--- src/rtl/cp0_regfile.sv ---
// rtl/cp0_regfile.sv - CP0 register file: BadVAddr, Count, Compare, Status, Cause, EPC
//
// Storage end of the CP0 read / MTC0 write path. Takes MTC0 writes from WB,
// exception and ERET events from the commit point, runs the Count/Compare
// timer and raises the registered interrupt request.
//
// Ports:
//   clk, rst                  clock (rising edge), asynchronous active-high reset
//   RAddr / RData             combinational read port, pre-update, unimplemented regs read 0
//   WE, WBWAddr, WData        MTC0 write from WB
//   HwInt                     external interrupt lines, level-sensitive
//   ExcValid, ExcCode, ExcPC,
//   ExcBD, ExcBadVA           exception commit
//   Eret                      ERET commit
//   EPCOut                    current EPC (ERET return target)
//   ExcTarget                 exception vector, constant
//   IntReq                    interrupt request to pipeline (registered)

module cp0_regfile #(
    parameter int          COUNT_DIV  = 2,
    parameter logic [31:0] EXC_VECTOR = 32'hBFC0_0380
) (
    input  logic        clk,
    input  logic        rst,
    input  logic [4:0]  RAddr,
    output logic [31:0] RData,
    input  logic        WE,
    input  logic [4:0]  WBWAddr,
    input  logic [31:0] WData,
    input  logic [5:0]  HwInt,
    input  logic        ExcValid,
    input  logic [4:0]  ExcCode,
    input  logic [31:0] ExcPC,
    input  logic        ExcBD,
    input  logic [31:0] ExcBadVA,
    input  logic        Eret,
    output logic [31:0] EPCOut,
    output logic [31:0] ExcTarget,
    output logic        IntReq
);

    localparam int                DIV_W    = (COUNT_DIV > 1) ? $clog2(COUNT_DIV) : 1;
    localparam logic [DIV_W-1:0]  DIV_LAST = DIV_W'(COUNT_DIV - 1);

    localparam logic [4:0] R_BADVADDR = 5'd8;
    localparam logic [4:0] R_COUNT    = 5'd9;
    localparam logic [4:0] R_COMPARE  = 5'd11;
    localparam logic [4:0] R_STATUS   = 5'd12;
    localparam logic [4:0] R_CAUSE    = 5'd13;
    localparam logic [4:0] R_EPC      = 5'd14;

    logic [31:0]      badvaddr_q, badvaddr_d;
    logic [31:0]      count_q, count_d;
    logic [31:0]      compare_q, compare_d;
    logic [31:0]      epc_q, epc_d;
    logic [7:0]       im_q, im_d;
    logic             exl_q, exl_d;
    logic             ie_q, ie_d;
    logic             bd_q, bd_d;
    logic             timer_q, timer_d;   // Count==Compare latch, part of IP[7]
    logic [5:0]       hw_q, hw_d;         // registered HwInt; [5] folds into IP[7]
    logic [1:0]       ipsw_q, ipsw_d;
    logic [4:0]       exccode_q, exccode_d;
    logic             intreq_q, intreq_d;
    logic [DIV_W-1:0] div_q, div_d;

    logic [7:0] ip;
    logic       wr_count, wr_compare, wr_status, wr_cause, wr_epc;

    assign ip = {timer_q | hw_q[5], hw_q[4:0], ipsw_q};

    assign wr_count   = WE && (WBWAddr == R_COUNT);
    assign wr_compare = WE && (WBWAddr == R_COMPARE);
    assign wr_status  = WE && (WBWAddr == R_STATUS);
    assign wr_cause   = WE && (WBWAddr == R_CAUSE);
    assign wr_epc     = WE && (WBWAddr == R_EPC);

    always_comb begin
        RData = 32'h0;
        case (RAddr)
            R_BADVADDR: RData = badvaddr_q;
            R_COUNT:    RData = count_q;
            R_COMPARE:  RData = compare_q;
            R_STATUS:   RData = {16'h0, im_q, 6'h0, exl_q, ie_q};
            R_CAUSE:    RData = {bd_q, 15'h0, ip, 1'b0, exccode_q, 2'b00};
            R_EPC:      RData = epc_q;
            default:    RData = 32'h0;
        endcase
    end

    always_comb begin
        badvaddr_d = badvaddr_q;
        count_d    = count_q;
        compare_d  = compare_q;
        epc_d      = epc_q;
        im_d       = im_q;
        exl_d      = exl_q;
        ie_d       = ie_q;
        bd_d       = bd_q;
        timer_d    = timer_q;
        ipsw_d     = ipsw_q;
        exccode_d  = exccode_q;
        div_d      = div_q;
        hw_d       = HwInt;
        intreq_d   = ie_q & ~exl_q & (|(im_q & ip));

        // An MTC0 load of Count restarts the divider and beats the increment.
        if (wr_count) begin
            count_d = WData;
            div_d   = '0;
        end else if (div_q == DIV_LAST) begin
            count_d = count_q + 32'd1;
            div_d   = '0;
        end else begin
            div_d = div_q + 1'b1;
        end

        if (wr_compare) begin
            compare_d = WData;
        end

        // Writing Compare acknowledges the timer and wins over a same-cycle match.
        if (wr_compare) begin
            timer_d = 1'b0;
        end else if ((count_q == compare_q) && (compare_q != 32'h0)) begin
            timer_d = 1'b1;
        end

        if (ExcValid) begin
            // Nested exception keeps the original return point.
            if (!exl_q) begin
                epc_d = ExcBD ? (ExcPC - 32'd4) : ExcPC;
                bd_d  = ExcBD;
            end
            exl_d     = 1'b1;
            exccode_d = ExcCode;
            if ((ExcCode == 5'd4) || (ExcCode == 5'd5)) begin
                badvaddr_d = ExcBadVA;
            end
        end else begin
            if (wr_status) begin
                im_d  = WData[15:8];
                exl_d = WData[1];
                ie_d  = WData[0];
            end
            if (Eret) begin
                exl_d = 1'b0;
            end
            if (wr_cause) begin
                ipsw_d = WData[9:8];
            end
            if (wr_epc) begin
                epc_d = WData;
            end
        end
    end

    always_ff @(posedge clk or posedge rst) begin
        if (rst) begin
            badvaddr_q <= 32'h0;
            count_q    <= 32'h0;
            compare_q  <= 32'h0;
            epc_q      <= 32'h0;
            im_q       <= 8'h0;
            exl_q      <= 1'b1;
            ie_q       <= 1'b0;
            bd_q       <= 1'b0;
            timer_q    <= 1'b0;
            hw_q       <= 6'h0;
            ipsw_q     <= 2'h0;
            exccode_q  <= 5'h0;
            intreq_q   <= 1'b0;
            div_q      <= '0;
        end else begin
            badvaddr_q <= badvaddr_d;
            count_q    <= count_d;
            compare_q  <= compare_d;
            epc_q      <= epc_d;
            im_q       <= im_d;
            exl_q      <= exl_d;
            ie_q       <= ie_d;
            bd_q       <= bd_d;
            timer_q    <= timer_d;
            hw_q       <= hw_d;
            ipsw_q     <= ipsw_d;
            exccode_q  <= exccode_d;
            intreq_q   <= intreq_d;
            div_q      <= div_d;
        end
    end

    assign EPCOut    = epc_q;
    assign ExcTarget = EXC_VECTOR;
    assign IntReq    = intreq_q;

endmodule

--- config.mk ---
export PLATFORM = sky130hd
export DESIGN_NAME = cp0_regfile
export DESIGN_NICKNAME = d
export VERILOG_FILES = /design/src/rtl/cp0_regfile.sv
export SDC_FILE = /design/constraint.sdc
export NUM_CORES = 1
export LEC_CHECK = 0
export BUFFER_PORTS_ARGS = -buffer_cell sky130_fd_sc_hd__buf_2
export CAP_MARGIN = 25
export CORE_MARGIN = 2
export CORE_UTILIZATION = 49
export DETAILED_ROUTE_END_ITERATION = 12
export PLACE_DENSITY_LB_ADDON = 0.05
export SLEW_MARGIN = 10
export SYNTH_ARGS = -nofsm -noshare
export SYNTH_HDL_FRONTEND = slang
export SYNTH_SLANG_ARGS = --single-unit
--- constraint.sdc ---
create_clock -name clk -period 4.8 [get_ports clk]
set_clock_uncertainty 0.1 [all_clocks]
set_input_delay 0.24 -clock clk [delete_from_list [all_inputs] [get_ports clk]]
set_output_delay 0.24 -clock clk [all_outputs]
set_load 0.03 [all_outputs]
Yosys cells after proc, flatten, opt, wreduce, memory -nomap -nowiden

Cells that the tools add are included.

Flip-flop bits (word level): 155
Input bits: 123
Output and inout port bits: 97

Add/subtract/negate cells: 3
Equal/unequal tests: 15
Mux-type cells: 14
Bitwise operators: 6
Reduce and logical (&&, ||, !) cells: 18

Operators with widths:

| kind                                                                  | count |
|---|---|
| 32-bit two-way mux                                                    | 6 |
| 32-bit one-hot mux with 6 select lines                                | 1 |
| 5-bit by 4-bit equality test with 1-bit output, second input constant | 11 |
| 32-bit by 1-bit adder with 32-bit output, second input constant       | 1 |
| 32-bit equality test                                                  | 1 |
| 32-bit nonzero test                                                   | 1 |
| 32-bit by 3-bit subtractor with 32-bit output, second input constant  | 1 |
| 5-bit by 3-bit equality test with 1-bit output, second input constant | 2 |
| 2-bit AND reduction                                                   | 5 |
| 8-bit AND                                                             | 1 |
| 8-bit OR reduction                                                    | 1 |
| 1-bit two-way mux                                                     | 7 |
| 1-bit logical AND                                                     | 6 |
| 2-bit nonzero test                                                    | 3 |
| 3-bit nonzero test                                                    | 1 |
| 1-bit AND                                                             | 2 |
| 2-bit != test, second input constant                                  | 1 |
| 1-bit NOT                                                             | 2 |
| 1-bit adder, second input constant                                    | 1 |
| 1-bit logical OR                                                      | 1 |
| 1-bit bitwise OR                                                      | 1 |

Logic depth before layout (Yosys ltp)

Gate-level depths: netlist of run 1.

Word-level depth: 5
Mapped depth: 7

Least setup slack after synthesis of run 1

No wires, ideal clock.

Path kind: input -> output
From: input RAddr[1]
To: output RData[10]
Data arrival time: 1.664 ns
Data required time: 4.460 ns
Setup slack: 2.796 ns
Cell stages on the path: 5
Cell sequence: or3b_2 nor3_1 clkbuf_1 a22oi_1 nand3_1

Cells in the longest elaborated chain, start to end: 2
Elaborated cells between the ends (all ways): 7

Ends and longest elaborated chain:

| element                                        | RTL line | text |
|---|---|---|
| start, declared                                | 25       | `input logic [4:0] RAddr,` |
| 5-bit by 4-bit equality test with 1-bit output | 80       | `case (RAddr)` |
| 32-bit one-hot mux with 6 select lines (*)     | 80       |  |
| end, declared                                  | 26       | `output logic [31:0] RData,` |

Every way passes the cells marked *; elsewhere a longest branch is shown, timed or not.

Worst setup path in the final report of run 1

From: input RAddr[4]
To: output RData[11]

The elaborated chain is that of the path after synthesis.

==> results.yml, run 1 <==
run_status:
  run_status: "finished, final reports clean"
cells_and_area:
  instances_no_fill: 1318
  drive_above_1_share: 0.300
  final_common_cell: "buf_2"
  syn_to_final_growth_pct: 25.7
  final_cell_mix: "buf_2, dfrtp_1, nand2_1, mux2_2, a22oi_1"
  nFillCells: 1452
  nets: 1206
  multi_input_area_mm2: 0.00450
  regArea_mm2: 0.00388
  fin_area_mm2: 0.0110
  diodes: 0
grt:
  antenna_found_initial: 0
  gr-usage-all-layers: 0.304
  grt_pass1_wl_mm: 41.9
  grt_max_degree: 111
  grt_pass1_vias: 7105
  grt-ovfl-total: 0
floorplan:
  dieArea_mm2: 0.0189
  core_mm2: 0.0174
  start_util: 0.503
  chipWidth_um: 137
  io_pins: 220
  die_h_um: 137
  fp-row-count: 48
detailed_routing:
  routed_wl_mm: 28.2
  ant_nets: 0
  drt_iter0_markers: 607
  dr.pass1.iters: 5
  wl_per_cell_um: 21.4
  via_per_inst: 5.82
  drcViolationCount: 0
  vias: 7676
sta:
  slew_headroom: 0.375
  drv_slew: 0
  fin_crit_ns: 2.51
  fin_crit_sh: 0.522
  max_freq_mhz: 399
  rsz0062_at_grt: "false"
  worst_slew_pin_slew_ns: 0.930
  hold_viol: 0
  tns_ns: 0
  setup_violations: 0
flow_run:
  max_cap_violations: 0
cts:
  cts_tree: "built"
  cts_sinks: 155
  cts_buffers: 17
  cts_root_buffer: "clkbuf_16"
  cts_resized: 0
  cts_buffer_depth: 2
  h-tree-depth: 4
  clk_latency_ns: 0.42
  clk_pin_slew_worst_paths_ns: 0.06
setup_path:
  max_stage_delay_ns: 0.63
  start_kind: "primary input"
  crit_chain: "buf_2 -> nand2b_1 -> nor3_2 -> buf_6 -> buf_4 -> a22oi_1 -> nand3_1 -> buf_2"
  critical_path_class: "primary input to primary output"
  end_kind: "primary output"
  cp.required_ns: 4.46
  crit_path_top_delay_cell: "nor3_2"
  crit_fanout: 18
  path_delay_family: "simple AND/OR/NAND/NOR gates"
  crit_arrival_ns: 2.17
  cpMostUsedCell: "buf_2"
  r2r_slack_ns: 2.44
  critPathBufInv: 4
pwr:
  p_leak_uw: 0.00495
  p_total_uw: 4310
  powerDensity_mw_per_mm2: 393
  ir_worst_vdd_uv: 266
yosys:
  ys_ff_latch: 155
  synth-simple-area-share: 0.162
  ys_types: 60
  synth_top_family_by_area: "simple AND/OR/NAND/NOR gates"
  yosys_most_used_dff: "dfrtp_1"
  synth-seq-area-share: 0.445
  synth_xor_xnor_area_share: 0.0873
  avgSynthCellArea_um2: 10.2
  synth_cells: 858
  synth_area_leaders: "dfrtp_1, mux2_2, a22oi_1, xnor2_1, nand2_1"
  synth_warnings: 0
  synth_compound_area_frac: 0.129
  synth_edf_count: 0
  async_reset_ff_frac: 1.00
  synthAdderAreaFrac: 0.00287
  synth_top_area_cell: "dfrtp_1"
  netlist_area_mm2: 0.00873
  synthMuxAreaShare: 0.117
  synth_top_area_frac: 0.442
placement:
  dpl_cell_area_mm2: 0.00976
  dp_hpwl_mm: 20.9
  dp.cells: 1230
  globalplace.congestion: 0.912
  io_buffers: 187
worst_hold_path:
  hold_class: "primary input to flop"
logic make-up (layout without fill, tap and decap cells):
| kind of cell | count (synthesis) | after routing |
|---|---|---|
| AOI/OAI and AO/OA | 169 | 169 |
| and+or+nand+nor | 257 | 257 |
| other | 2 | 32 |
| adders and majority gates | 2 | 2 |
| DFF | 155 | 155 |
| muxes | 92 | 92 |
| buffers and inverters | 94 | 299 |
| xor gates and xnor gates | 87 | 87 |
cell type report:
class | count | share of cell area
Sequential cell | 155 | 0.354
Multi-Input combinational cell | 639 | 0.410
Timing Repair Buffer | 257 | 0.151
Clock inverter | 7 | 0.0127
Tap cell | 225 | 0.0257
Inverter | 11 | 0.00422
Clock buffer | 24 | 0.0430
stage by stage:
step	worst slack (ns)	hold slack, ns	util
3_3_place_gp	2.02	0.249	0.560
5_1_grt	2.16	0.00867	0.632
2_1_floorplan	0.284	0.171	-
3_5_place_dp	2.13	0.249	0.562
6_report	2.29	0.0201	0.632
4_1_cts	2.32	0.000910	0.628
synthesized netlist by cell type (all sizes together), types with 4 or more instances:
cell type    n
dfrtp      154
nand2       91
mux2        81
a22oi       65
o21ai       63
buf         49
xnor2       49
xor2        38
clkbuf      34
nand4       30
nand3       28
nor2        24
nor4        15
a21oi       12
nor3        12
inv         11
mux2i       11
nor3b       11
a222oi       9
and3         7
nand4b       6
nand2b       5
and2         4
and4         4
report_power, final:
part,switching [µW],internal (µW),leakage [µW]
combinational,522,438,0.00272
sequential,372,1570,0.00193
clock,510,895,0.000298
per-layer routing:
layer / routed length [µm] / vias to the layer above / part of all wire / track usage
met1: 13000 / 3714 / 0.46 / 0.470
met2: 12100 / 414 / 0.43 / 0.429
li1: - / 3510 / - / -
met3: 2610 / 38 / 0.093 / 0.0592
met4: 466 / 0 / 0.017 / 0.0899
met5: 0 / - / 0 / 0
worst reg2reg max path, delay by kind of cell, from the launching register on:
family	cells	cell delay [ns]
and+or+nand+nor	3	1.35
DFF	1	0.49
xor gates and xnor gates	1	0.21
AOI/OAI and AO/OA	1	0.09
path summary, 6_finish.rpt:
kind / depth (start not counted) / end / start
worst max-delay path: 8 / RData[11] / RAddr[4]
worst min-delay path: 3 / count_q[18]$_DFFE_PP0N_ / WData[18]
worst max register to register: 5 / count_q[30]$_DFFE_PP0N_ / count_q[5]$_DFFE_PP0N_
worst min register to register: 1 / badvaddr_q[3]$_DFFE_PP0P_ / badvaddr_q[3]$_DFFE_PP0P_
max in group asynchronous: 5 / timer_q$_DFFE_PP0P_ / rst
min in group asynchronous: 3 / badvaddr_q[8]$_DFFE_PP0P_ / rst
state kept, by name, summed over array words and instances (netlist names), 2 cells and up:
name,cells
EPCOut,32
badvaddr_q,32
compare_q,32
count_q,32
exccode_q,5
hw_q,6
im_q,8
ipsw_q,2
what timing repair did:
item / in CTS / in global routing
hold endpoints to repair: 54 / 51
setup endpoints to repair: 0 / 0
setup buffers: 0 / 0
hold buffers: 54 / 1
(Power assumes the default switching activity.)
==> run 2, diff against run 1 <==
==> constraint.sdc (replaced) <==
create_clock -name clk -period 2.1 [get_ports clk]
set_clock_uncertainty 0.1 [all_clocks]
set_input_delay 0.105 -clock clk [delete_from_list [all_inputs] [get_ports clk]]
set_output_delay 0.105 -clock clk [all_outputs]
set_load 0.03 [all_outputs]
==> run 2 against run 1 <==
  * Sequential share of layout area fell by 1.9 points
  * Via count rose by 2.6%
  * Count of clock-buffer cells in the layout fell by 6
  * Largest power group unchanged
  * Power rose by 130%
  * Worst setup slack got worse by 2.2 ns
  * Utilization rose by 3.6 points
  * Combinational power rose by 150%
  * Largest cell class unchanged
  * Sequential power rose by 130%
  * Die area did not move
==> results.yml, run 2 (synthesis results as in run 1) <==
cells_and_area:
  regArea_mm2: 0.00388
  syn_to_final_growth_pct: 32.8
  finish.utilization: 0.668
  diodes: 0
  nFillCells: 1399
  drive_above_1_share: 0.305
  final_cell_mix: "buf_2, dfrtp_1, dlygate4sd3_1, nand2_1, mux2_2"
  multi_input_area_mm2: 0.00449
  final_common_cell: "buf_2"
  instances_no_fill: 1379
  nets: 1266
worst_hold_path:
  hold_class: "primary input to flop"
grt:
  use_met2: 0.446
  met1_usage: 0.473
  busiest_layer: "met1"
  gr-usage-all-layers: 0.310
  grt-ovfl-total: 0
  grt_pass1_wl_mm: 43.5
  grt_max_degree: 66
  grt_pass1_vias: 7443
  antenna_found_initial: 0
  grt_use_met3: 0.0695
detailed_routing:
  vias: 7872
  drt_iter0_markers: 783
  wl_per_cell_um: 20.8
  routed_wl_mm: 28.6
  ant_nets: 0
  drcViolationCount: 0
  dr.pass1.iters: 7
  via_per_inst: 5.71
sta:
  hold_viol: 0
  slew_headroom: 0.591
  drv_slew: 0
  worst_slew_pin_slew_ns: 0.614
  fin_crit_ns: 2.05
  fin_crit_sh: 0.976
  rsz0062_at_grt: "false"
  setup_violations: 0
  max_freq_mhz: 488
setup_path:
  crit_arrival_ns: 1.85
  critical_path_class: "flop to primary output"
  crit_chain: "a222oi_1 -> nand2_1 -> buf_2"
  cp.required_ns: 1.89
  max_stage_delay_ns: 0.57
  critPathBufInv: 1
  end_kind: "primary output"
  crit_fanout: 3
  crit_path_top_delay_cell: "a222oi_1"
  r2r_slack_ns: 0.15
  start_kind: "flop"
  path_delay_family: "compound AO/OA/AOI/OAI gates"
pwr:
  ir_worst_vdd_uv: 584
  p_sw_uw: 3380
  p_int_uw: 6710
  p_leak_uw: 0.00523
  pwr-share-comb: 0.234
  p_total_uw: 10100
  power.share.switching: 0.335
  seqPwrFrac: 0.435
  clock_power_share: 0.331
  powerDensity_mw_per_mm2: 871
floorplan:
  start_util: 0.503
  core_mm2: 0.0174
  die_h_um: 137
  fp-row-count: 48
  io_pins: 220
  chipWidth_um: 137
  dieArea_mm2: 0.0189
cts:
  cts_buffer_depth: 2
  h-tree-depth: 4
  cts_root_buffer: "clkbuf_16"
  cts_sinks: 155
  cts_buffers: 17
  clk_latency_ns: 0.43
  cts_tree: "built"
  clk_pin_slew_worst_paths_ns: 0.07
placement:
  dp.cells: 1251
  globalplace.congestion: 0.911
  io_buffers: 187
  dp_hpwl_mm: 20.7
run_status:
  run_status: "finished, final reports clean"
flow_run:
  max_cap_violations: 0
[run 2: cell type report]
class | instances | area share
clock buffers | 18 | 0.0370
clock inverters | 14 | 0.0179
inverters | 11 | 0.00389
multi-input cells | 639 | 0.388
flip-flops and latches | 155 | 0.335
well taps | 225 | 0.0243
repair buffers | 317 | 0.194
[run 2: routing by layer]
metal  routed length (µm)  vias to the layer above  part of all wire
met3                 2630                       28             0.092
met2                12500                      402              0.44
met4                  335                        0             0.012
li1                     -                     3639                 -
met1                13200                     3803              0.46
met5                    0                        -                 0
[run 2: worst register-to-register path, stage by stage (launching register included)]
cell	delay (ns)
dfrtp_1	0.45
nand3_1	0.23
nor4_4	0.33
buf_4	0.27
nand4_1	0.14
xor2_1	0.17
o21ai_0	0.17
[run 2: final timing paths]
kind	startpoint	endpoint	depth (start not counted)
worst min register to register	bd_q$_DFFE_PP0P_	bd_q$_DFFE_PP0P_	2
worst max-delay path	EPCOut[5]$_DFFE_PP0P_	RData[5]	3
max in group asynchronous	rst	exl_q$_DFFE_PP1P_	4
min in group asynchronous	rst	badvaddr_q[9]$_DFFE_PP0P_	3
worst min-delay path	ExcPC[9]	EPCOut[9]$_DFFE_PP0P_	4
worst max register to register	count_q[10]$_DFFE_PP0N_	count_q[21]$_DFFE_PP0N_	6
[run 2: through the flow]
stage          cell area (µm²)  TNS, ns  setup slack [ns]  hold WS (ns)
2_1_floorplan             8840    -9.72           -0.0631        0.0364
3_3_place_gp              9990        0             0.214        0.0708
3_5_place_dp              9990        0             0.195        0.0681
4_1_cts                  11600        0             0.118      0.000689
5_1_grt                  11600        0           0.00884        0.0177
6_report                 11600        0            0.0498       0.00732
[run 2: power groups by stage]
stage | Combinational, µW | Clock [µW] | Sequential (µW)
2_1_floorplan | 1410 | 0 | 4320
3_3_place_gp | 2170 | 0 | 4390
3_5_place_dp | 2200 | 0 | 4400
4_1_cts | 2350 | 3380 | 4350
5_1_grt | 2570 | 3480 | 4470
6_report | 2360 | 3340 | 4390
[run 2: what timing repair did]
action,CTS,global route
hold buffers,96,0
buffers inserted,0,0
setup endpoints to repair,0,3
gates resized for setup,0,1
endpoints found under the hold margin,164,0
==> run 3, diff against run 2 <==
--- a/config.mk
+++ b/config.mk
@@ -11,7 +11,9 @@
 export CORE_UTILIZATION = 49
 export DETAILED_ROUTE_END_ITERATION = 12
 export PLACE_DENSITY_LB_ADDON = 0.05
+export RECOVER_POWER = 50
 export SLEW_MARGIN = 10
 export SYNTH_ARGS = -nofsm -noshare
 export SYNTH_HDL_FRONTEND = slang
 export SYNTH_SLANG_ARGS = --single-unit
+export TNS_END_PERCENT = 50
==> run 3 against run 2 <==
  * Power decreased by 0.21%
  * Sequential share of layout area increased by 0.25 points
  * Cell count unchanged
  * Worst setup slack improved by 0.026 ns
  * Combinational power about the same
  * Count of clock-buffer cells in the layout unchanged
  * Worst hold slack improved by 0.0026 ns
  * Register-to-register slack about the same
  * Global-route usage unchanged
  * First-iteration DRC count increased by 9.2%
  * Clock power about the same
  * Non-clock buffer count unchanged
  * Largest cell class unchanged
  * Largest power group unchanged
==> results.yml, run 3 (synthesis results as in run 1) <==
setup_path:
  end_kind: "primary output"
  cp.required_ns: 1.89
  crit_fanout: 3
  critical_path_class: "flop to primary output"
  max_stage_delay_ns: 0.54
  crit_chain: "a222oi_1 -> nand2_1 -> buf_2"
  crit_path_top_delay_cell: "a222oi_1"
  start_kind: "flop"
  crit_arrival_ns: 1.82
  critPathBufInv: 1
  r2r_slack_ns: 0.15
  path_delay_family: "compound AO/OA/AOI/OAI gates"
cells_and_area:
  syn_to_final_growth_pct: 31.9
  multi_input_area_mm2: 0.00449
  drive_above_1_share: 0.298
  nets: 1266
  regArea_mm2: 0.00388
  nFillCells: 1411
  diodes: 0
  fin_area_mm2: 0.0115
  final_cell_mix: "buf_2, dfrtp_1, dlygate4sd3_1, nand2_1, mux2_2"
  final_common_cell: "buf_2"
  instances_no_fill: 1379
pwr:
  p_leak_uw: 0.00518
  pwr-share-comb: 0.233
  powerDensity_mw_per_mm2: 876
  p_int_uw: 6700
  p_sw_uw: 3370
  p_total_uw: 10100
  seqPwrFrac: 0.435
  power.share.switching: 0.335
  clock_power_share: 0.332
  ir_worst_vdd_uv: 585
detailed_routing:
  drt_iter0_markers: 855
  via_per_inst: 5.69
  vias: 7853
  ant_nets: 0
  dr.pass1.iters: 7
  routed_wl_mm: 28.6
  wl_per_cell_um: 20.8
  drcViolationCount: 0
cts:
  cts_root_buffer: "clkbuf_16"
  cts_buffer_depth: 2
  h-tree-depth: 4
  clk_latency_ns: 0.43
  cts_buffers: 17
  cts_tree: "built"
  post_cts_buffers: 0
  cts_sinks: 155
  clk_pin_slew_worst_paths_ns: 0.07
floorplan:
  chipWidth_um: 137
  die_h_um: 137
  core_mm2: 0.0174
  io_pins: 220
  fp-row-count: 48
  dieArea_mm2: 0.0189
  start_util: 0.503
placement:
  io_buffers: 187
  dp.cells: 1251
  globalplace.congestion: 0.911
  dpl_cell_area_mm2: 0.00999
  dp_hpwl_mm: 20.7
sta:
  hold_slack_ns: 0.00994
  slew_headroom: 0.197
  worst_slew_pin_slew_ns: 1.20
  fin_crit_sh: 0.964
  max_freq_mhz: 494
  hold_viol: 0
  rsz0062_at_grt: "false"
  fin_crit_ns: 2.02
  drv_slew: 0
  tns_ns: 0
  setup_violations: 0
flow_run:
  max_cap_violations: 0
grt:
  grt_pass1_vias: 7443
  grt_max_degree: 66
  gr-usage-all-layers: 0.310
  antenna_found_initial: 0
  grt-ovfl-total: 0
  grt_pass1_wl_mm: 43.5
worst_hold_path:
  hold_class: "primary input to flop"
run_status:
  run_status: "finished, final reports clean"
-- run 3: changes by cell type in the layout (fill, tap and decap cells not counted), sizes merged --
cell,previous run,this run
buf,221,208
clkbuf,18,31
-- run 3: layout make-up --
class,instances,area share
clock buffer,18,0.0373
clock inverter,14,0.0181
inverter,11,0.00370
multi-input combinational,639,0.391
sequential,155,0.337
tap,225,0.0245
timing repair buffer,317,0.189
-- run 3: worst paths after layout --
check / start / endpoint / cells after the start
max reg2reg: count_q[10]$_DFFE_PP0N_ / count_q[21]$_DFFE_PP0N_ / 6
max in group asynchronous: rst / count_q[0]$_DFFE_PP0N_ / 4
max: EPCOut[5]$_DFFE_PP0P_ / RData[5] / 3
min in group asynchronous: rst / badvaddr_q[9]$_DFFE_PP0P_ / 3
min: ExcPC[6] / EPCOut[6]$_DFFE_PP0P_ / 5
min reg2reg: bd_q$_DFFE_PP0P_ / bd_q$_DFFE_PP0P_ / 2
-- run 3: power by group through the flow --
stage | Combinational [µW] | Clock, µW | Sequential [µW]
2_1_floorplan | 1410 | 0 | 4320
3_3_place_gp | 2170 | 0 | 4390
3_5_place_dp | 2200 | 0 | 4400
4_1_cts | 2350 | 3380 | 4350
5_1_grt | 2550 | 3480 | 4470
6_report | 2340 | 3340 | 4390
-- run 3: layer usage --
metal / track usage / share of wire / vias up / routed length (µm)
met5: 0 / 0 / - / 0
met4: 0.0716 / 0.012 / 0 / 344
met3: 0.0695 / 0.085 / 26 / 2450
met2: 0.446 / 0.44 / 381 / 12500
met1: 0.473 / 0.47 / 3804 / 13300
li1: - / - / 3642 / -
-- run 3: repair_timing --
action	CTS	global route
setup endpoints to repair	0	3
hold buffers	96	0
endpoints found under the hold margin	164	0
resized for setup	0	1
-- run 3: stage by stage --
step	utilization	worst slack, ns
3_5_place_dp	0.576	0.195
6_report	0.663	0.0757
4_1_cts	0.668	0.118
3_3_place_gp	0.576	0.214
2_1_floorplan	-	-0.0631
5_1_grt	0.663	0.00884
-- run 3: worst reg2reg max path: stages (launching register included) --
cell and delay, ns:
dfrtp_1 0.44, nand3_1 0.23, nor4_4 0.32, buf_4 0.27, nand4_1 0.14, xor2_1 0.17
o21ai_0 0.18
